==> src/rtl/mac_serial_accumulator.sv <==
// mac_serial_accumulator
//   Unsigned multiply-accumulate stage. One a/b operand pair is accepted per
//   valid/ready handshake. The product is built bit-serially (one shift-add
//   pass per cycle through a ripple full-adder chain) and then added into a
//   running accumulator. A one-cycle out_valid strobe marks each update.
//
//   Ports:
//     clk        rising-edge clock
//     rst        asynchronous, active-high reset
//     in_valid   operand pair present on a/b
//     in_ready   block idle and able to accept operands
//     a, b       WIDTH-bit unsigned multiplicand / multiplier
//     clear      zero accumulator and overflow (honoured only while idle)
//     acc_out    accumulator register
//     out_valid  one-cycle pulse: acc_out has just been updated
//     overflow   sticky flag, set when an accumulate carries out of ACC_WIDTH
//
//   Build option: define MAC_SATURATE_EN to saturate acc_out to all ones on
//   carry-out; otherwise the accumulator wraps modulo 2^ACC_WIDTH.
//
//   state | meaning
//   IDLE  | waiting for a handshake; clear honoured here
//   MUL   | WIDTH shift-add passes forming the product
//   ACC   | single edge adding the product into the accumulator
module mac_serial_accumulator #(
  parameter int WIDTH     = 8,
  parameter int ACC_WIDTH = 20
) (
  input  logic                 clk,
  input  logic                 rst,
  input  logic                 in_valid,
  output logic                 in_ready,
  input  logic [WIDTH-1:0]     a,
  input  logic [WIDTH-1:0]     b,
  input  logic                 clear,
  output logic [ACC_WIDTH-1:0] acc_out,
  output logic                 out_valid,
  output logic                 overflow
);

  localparam int PW = 2 * WIDTH;
  localparam int CW = (WIDTH > 2) ? $clog2(WIDTH) : 1;

  typedef enum logic [1:0] {
    IDLE = 2'd0,
    MUL  = 2'd1,
    ACC  = 2'd2
  } state_t;

  state_t          state, state_next;
  logic [PW-1:0]   a_shift;
  logic [WIDTH-1:0] b_reg;
  logic [PW-1:0]   partial;
  logic [CW-1:0]   count;

  logic            fire;
  logic            mul_last;
  logic [PW-1:0]   addend;
  logic [PW-1:0]   psum;
  logic [PW-1:0]   carry;
  logic [ACC_WIDTH:0] acc_sum;

  assign in_ready = (state == IDLE);
  assign fire     = in_valid && in_ready;
  assign mul_last = (count == CW'(WIDTH - 1));

  // Ripple chain of 1-bit full adders: partial + (b_reg[0] ? a_shift : 0).
  // The product fits in PW bits, so the final carry is never needed.
  assign addend   = b_reg[0] ? a_shift : '0;
  assign carry[0] = 1'b0;
  for (genvar i = 0; i < PW; i++) begin : g_fa
    assign psum[i] = partial[i] ^ addend[i] ^ carry[i];
    if (i < PW - 1) begin : g_carry
      assign carry[i+1] = (partial[i] & addend[i]) |
                          (carry[i] & (partial[i] ^ addend[i]));
    end
  end

  assign acc_sum = {1'b0, acc_out} + (ACC_WIDTH+1)'(partial);

  always_ff @(posedge clk or posedge rst) begin
    if (rst) state <= IDLE;
    else     state <= state_next;
  end

  always_comb begin
    state_next = state;
    case (state)
      IDLE:    if (fire) state_next = MUL;
      MUL:     if (mul_last) state_next = ACC;
      ACC:     state_next = IDLE;
      default: state_next = IDLE;
    endcase
  end

  always_ff @(posedge clk or posedge rst) begin
    if (rst) begin
      a_shift   <= '0;
      b_reg     <= '0;
      partial   <= '0;
      count     <= '0;
      acc_out   <= '0;
      overflow  <= 1'b0;
      out_valid <= 1'b0;
    end else begin
      out_valid <= 1'b0;
      case (state)
        IDLE: begin
          if (clear) begin
            acc_out  <= '0;
            overflow <= 1'b0;
          end
          if (fire) begin
            a_shift <= PW'(a);
            b_reg   <= b;
            partial <= '0;
            count   <= '0;
          end
        end
        MUL: begin
          partial <= psum;
          a_shift <= a_shift << 1;
          b_reg   <= b_reg >> 1;
          count   <= count + 1'b1;
        end
        ACC: begin
          out_valid <= 1'b1;
          if (acc_sum[ACC_WIDTH]) overflow <= 1'b1;
`ifdef MAC_SATURATE_EN
          // A saturated accumulator carries again on any non-zero product,
          // so it stays pinned at all ones until clear.
          acc_out <= acc_sum[ACC_WIDTH] ? '1 : acc_sum[ACC_WIDTH-1:0];
`else
          acc_out <= acc_sum[ACC_WIDTH-1:0];
`endif
        end
        default: ;
      endcase
    end
  end

endmodule

==> config.mk <==
export PLATFORM = sky130hd
export DESIGN_NAME = mac_serial_accumulator
export DESIGN_NICKNAME = d
export VERILOG_FILES = /design/src/rtl/mac_serial_accumulator.sv
export SDC_FILE = /design/constraint.sdc
export NUM_CORES = 1
export LEC_CHECK = 0
export ABC_CLOCK_PERIOD_IN_PS = 14120
export CORE_ASPECT_RATIO = 0.5
export CORE_MARGIN = 4
export CORE_UTILIZATION = 40
export CTS_BUF_LIST = sky130_fd_sc_hd__clkbuf_8 sky130_fd_sc_hd__clkbuf_16
export CTS_CLUSTER_SIZE = 25
export DETAILED_ROUTE_END_ITERATION = 6
export PLACE_DENSITY = 0.62
export SKIP_CTS_REPAIR_TIMING = 1
export SLEW_MARGIN = 40
export SYNTH_ARGS = -nofsm -noshare
export SYNTH_HDL_FRONTEND = slang
export SYNTH_SLANG_ARGS = --single-unit
==> constraint.sdc <==
create_clock -name clk -period 14.12 [get_ports clk]
set_input_delay 1.412 -clock clk [delete_from_list [all_inputs] [get_ports clk]]
set_output_delay 1.412 -clock clk [all_outputs]
set_load 0.005 [all_outputs]
Word-level counts from Yosys, hierarchy flattened

Cells that the tools add are included.

Logic and storage cells: 117
Bits of input ports: 20
Output and inout bits: 23
Bits in registers: 67

Reductions and logical operators: 8
Eq/ne operators: 7
Multiplexer cells: 18
Add/subtract/negate cells: 2
Bitwise gates (word level): 74

Operators with widths:

| kind                                                   | number |
|---|---|
| case mux 16 bit (2 select lines)                       | 2 |
| 2-to-1 mux 16 bit                                      | 3 |
| case mux 20 bit (2 select lines)                       | 1 |
| bitwise XOR 1 bit                                      | 31 |
| AND 1 bit                                              | 29 |
| adder 20 x 16 -> 21 bit                                | 1 |
| 2-to-1 mux 20 bit                                      | 1 |
| case mux 8 bit (2 select lines)                        | 1 |
| OR 1 bit                                               | 14 |
| 2-to-1 mux 8 bit                                       | 1 |
| case mux 3 bit (2 select lines)                        | 1 |
| AND reduction 2 bit                                    | 3 |
| 2-to-1 mux 2 bit                                       | 2 |
| inequality test 2 x 1 -> 1 bit (second input constant) | 2 |
| inequality test 2 bit (second input constant)          | 2 |
| case mux 2 bit (2 select lines)                        | 1 |
| nonzero test 2 bit                                     | 2 |
| adder 3 x 1 -> 3 bit (second input constant)           | 1 |
| == test 3 bit (second input constant)                  | 1 |
| 2-to-1 mux 1 bit                                       | 3 |
| 2-to-1 mux 3 bit                                       | 1 |
| AND reduction 3 bit                                    | 1 |
| == test 2 x 1 -> 1 bit (second input constant)         | 1 |
| == test 2 bit (second input constant)                  | 1 |
| 3 further kinds                                        | 3 |

Logic depth before layout (Yosys ltp)

Word-level depth: 32
Depth in mapped cells: 23
Gate-level depth less buffers: 22

Worst setup path before layout

OpenSTA, ideal clock, no wires.

Path kind: reg-to-reg
Start point: register b_reg[0]
End point: register partial[15]
Stages on the path, launching flop included: 23
Library setup time: 82 ps
Slack: 7554 ps
Arrival: 6483 ps
Path buffers: 2
Clock period less this slack: 6566 ps
Data required time: 14038 ps
Path through: dfrtp_1 clkbuf_1 clkbuf_1 nand2_1 fa_1 fa_1 fa_1 fa_1 fa_1 fa_1 fa_1 fa_1 fa_1 fa_1 fa_1 fa_1 inv_1 fa_1 inv_1 fa_1 xnor2_1 a21oi_1 o22ai_1

Longest elaborated chain between the ends: 32
Elaborated cells between the ends (all ways): 61
Those cells by class: 2 x mux; 59 x bitwise

Ends and longest elaborated chain:

| what                                                  | line   | source |
|---|---|---|
| start: declaration                                    | 52     | `logic [WIDTH-1:0] b_reg;` |
| start signal: assignment                              | 123    | `b_reg <= b_reg >> 1;` |
| 2-to-1 mux 16 bit *                                   | 69     | `assign addend = b_reg[0] ? a_shift : '0;` |
| AND 1 bit / bitwise XOR 1 bit (equally long branches) | 74, 75 |  |
| AND 1 bit                                             | 75     | `(carry[i] & (partial[i] ^ addend[i]));` |
| OR 1 bit                                              | 74     | `assign carry[i+1] = (partial[i] & addend[i]) \|` |
| AND 1 bit                                             | 75     |  |
| OR 1 bit                                              | 74     |  |
| AND 1 bit                                             | 75     |  |
| OR 1 bit                                              | 74     |  |
| [16 not listed]                                       | -      |  |
| AND 1 bit                                             | 75     |  |
| OR 1 bit                                              | 74     |  |
| AND 1 bit                                             | 75     |  |
| OR 1 bit                                              | 74     |  |
| AND 1 bit                                             | 75     |  |
| OR 1 bit                                              | 74     |  |
| bitwise XOR 1 bit *                                   | 72     | `assign psum[i] = partial[i] ^ addend[i] ^ carry[i];` |
| case mux 16 bit (2 select lines) *                    | 107    | `case (state)` |
| end signal: assignment                                | 121    | `partial <= psum;` |
| end: declaration                                      | 53     | `logic [PW-1:0] partial;` |

Every way passes the cells marked *; elsewhere a longest branch is shown, timed or not.
A chain may end at the register's enable or synchronous reset.

Worst setup path in the final report

Same ends and word-level chain as after synthesis.

==> impl_metrics.json <==
{
  "status": "finished, final reports clean",
  "cp_max_fo": 17,
  "num_vias": 2899,
  "crit_chain": "and2_1 > ha_1 > inv_1 > fa_1 > fa_1 > fa_1 > fa_1 > fa_1 > fa_1 > fa_1 > fa_1 > fa_1 > fa_1 > fa_1 > fa_1 > inv_1 > fa_1 > inv_1 > fa_1 > xnor2_1 > a21oi_1 > o22ai_1",
  "clock_latency_ps": 330,
  "cp-start-kind": "flip-flop",
  "worstPathArrival_ps": 7050,
  "worst_pin_slew_ps": 693,
  "place_hpwl_um": 5890,
  "setup-violations-final": 0,
  "diodes": 0,
  "cts.clk_slew.worst_paths_ps": 60,
  "cp_num_buf_inv": 3,
  "core_area_sq_mm": 0.00945,
  "netlist.area_leader.share_pct": 43.2,
  "place.gp.congestion": 0.810,
  "antenna_left": 0,
  "tns_ps": 0,
  "n_fill_cell": 909,
  "crit_type": "reg2reg",
  "irDropWorstVdd_uv": 76.1,
  "yosys-top-cells-area": "dfrtp_1 (43%), fa_1 (7.7%), nand2_1 (6.5%)",
  "period_needed_ps": 6790,
  "wl_per_cell_um": 14.6,
  "track_usage_pct": 16.2,
  "relSlewSlack_pct": 53.6,
  "drv_slew": 0,
  "avgViaCountPerCell": 5.05,
  "grt_pass1_wl_um": 14700,
  "rsz0062_at_grt": "false",
  "endpoint_kind": "flip-flop",
  "hold_viol": 0,
  "fmax_ghz": 0.147,
  "firstDrtPassIters": 4,
  "crit_cells": 22,
  "drt_iter0_drc": 260,
  "worstPathRequired_ps": 14380,
  "clockBufferDepth": 2,
  "synth-edff-count": 0,
  "grt_max_degree": 68,
  "yosys-top-cells-count": "dfrtp_1 (67), nand2_1 (67), o21ai_0 (46)",
  "io_buffers": 42,
  "finalCritPeriodShare_pct": 48.1,
  "synthesis.area_sq_mm": 0.00388,
  "crit_top_cell": "fa_1",
  "hold_path_class": "reg2reg",
  "top_register": "acc_out",
  "ys_seq_elements": 67,
  "reg.largest.list": "acc_out x20, a_shift x16, partial x16",
  "avgSynthCellArea_sq_um": 9.73,
  "async_flop_share_pct": 100,
  "ys_seq_area_share_pct": 43.2,
  "ys.flop_type": "dfrtp_1",
  "cpPeakStageDelay_ps": 600,
  "finalNonFillerCells": 574,
  "drc": 0,
  "yosys_warnings": 0,
  "fp.dieW_um": 147,
  "clock-sinks": 67,
  "powerDensity_mw_per_mm2": 186,
  "start_util_pct": 41.1,
  "area_growth_syn_to_layout_pct": 20.5,
  "whs_path_depth": 2,
  "syn_nets": 453,
  "max_cap_viol_count": 0,
  "h-tree-depth": 3,
  "clock-skew-final_ps": 6.65,
  "die_h_um": 77.7,
  "largest_reg_flops": 20,
  "power.leakage_nw": 2.04,
  "ys_types": 49,
  "pin_count": 43,
  "yosys.area.top_type": "dfrtp_1",
  "regArea_sq_mm": 0.00168,
  "drive_gt1_share_pct": 6.61,
  "die_area_sq_mm": 0.0114,
  "antenna_found_initial": 0,
  "multi_input_area_sq_mm": 0.00204,
  "overflow": 0,
  "cts_buffers": 9,
  "cts_tree": "built",
  "r2r_cells": 22,
  "dp.cells": 559,
  "drt_wl_total_um": 8400,
  "nets": 489,
  "rows": 25,
  "crit_family": "adder cells",
  "grt_pass1_vias": 2858,
  "synthCells": 399,
  "cp_slowest_cell": "dfrtp_1",
  "root_buffer": "clkbuf_16"
}
==> power breakdown <==
| part | internal (mW) | switching, mW | total, mW | leakage, nW |
|---|---|---|---|---|
| clock network | 0.120 | 0.0790 | 0.199 | 0.140 |
| registers | 0.261 | 0.0654 | 0.326 | 0.893 |
| logic | 0.156 | 0.188 | 0.345 | 1.01 |
| total | 0.538 | 0.333 | 0.870 | 2.04 |
==> metal layers <==
metal	wire (um)	track usage [%]	part of all wire (%)
met1	4630	24.7	55
met2	3280	22.0	39
met3	359	4.32	4.3
met4	123	5.39	1.5
met5	0	0	0
==> final cells by class <==
cell class | count | share of cell area (%)
Timing Repair Buffer | 45 | 9.54
Sequential cell | 67 | 35.8
Tap cell | 135 | 3.61
Inverter | 24 | 1.92
Clock buffer | 10 | 5.11
Multi-Input combinational cell | 288 | 43.5
Clock inverter | 5 | 0.481
==> path summary, 6_finish.rpt <==
check,endpoint,start,slack (ps)
min reg2reg,b_reg[1],b_reg[1],480
max in group asynchronous,acc_out[14],rst,12140
max reg2reg,partial[15],b_reg[0],7330
min,b_reg[1],b_reg[1],480
max,partial[15],b_reg[0],7330
min in group asynchronous,b_reg[5],rst,1530
==> placed cells by master, fill, tap and decap left out, types with 2 or more instances in the layout <==
master,netlist,final
nor2_1,8,8
fa_1,15,15
xnor2_1,6,6
o21a_1,3,3
dfrtp_1,67,67
mux2i_1,3,3
and2_1,6,6
nand4_1,2,2
o21bai_1,4,2
o31ai_1,3,3
o21ai_0,46,46
nor3b_1,14,14
buf_4,1,2
xor2_1,6,6
a22o_1,14,14
ha_1,19,19
a21oi_1,28,28
clkbuf_16,0,9
a21o_1,7,7
and3_1,4,4
nand2_1,67,67
inv_1,24,25
o211ai_1,2,2
a32oi_1,2,2
clkdlybuf4s50_1,0,42
o21bai_2,0,2
clkinv_2,0,3
nand3_1,7,7
==> metrics by stage <==
stage	instance area (sq um)	setup WS, ps	power, mW	hold slack (ps)	utilization [%]
after global routing	4680	6870	0.949	508	49.5
final	4680	7330	0.870	477	49.5
after detailed placement	4420	7310	0.676	470	46.8
after CTS	4680	7300	0.880	482	49.5
after floorplan	3880	7550	0.560	450	-
after global placement	4410	7370	0.669	467	46.7
==> tightest hold or removal path, cell delays in order (launching register included) <==
cell     delay, ps
dfrtp_1        340
nand2_1         50
o21ai_0         60
==> kinds of logic (layout without fill, tap and decap cells) <==
| kind of cell | after synthesis | count (layout) | synth area share (%) |
|---|---|---|---|
| compound gates | 124 | 124 | 20.8 |
| xor+xnor | 12 | 12 | 2.71 |
| fa+ha+maj | 34 | 34 | 13.9 |
| buf+inv | 44 | 84 | 4.64 |
| flops | 67 | 67 | 43.2 |
| mux | 3 | 3 | 0.773 |
| simple gates | 115 | 115 | 14.0 |
No activity file was read; power rests on OpenSTA's default activity.
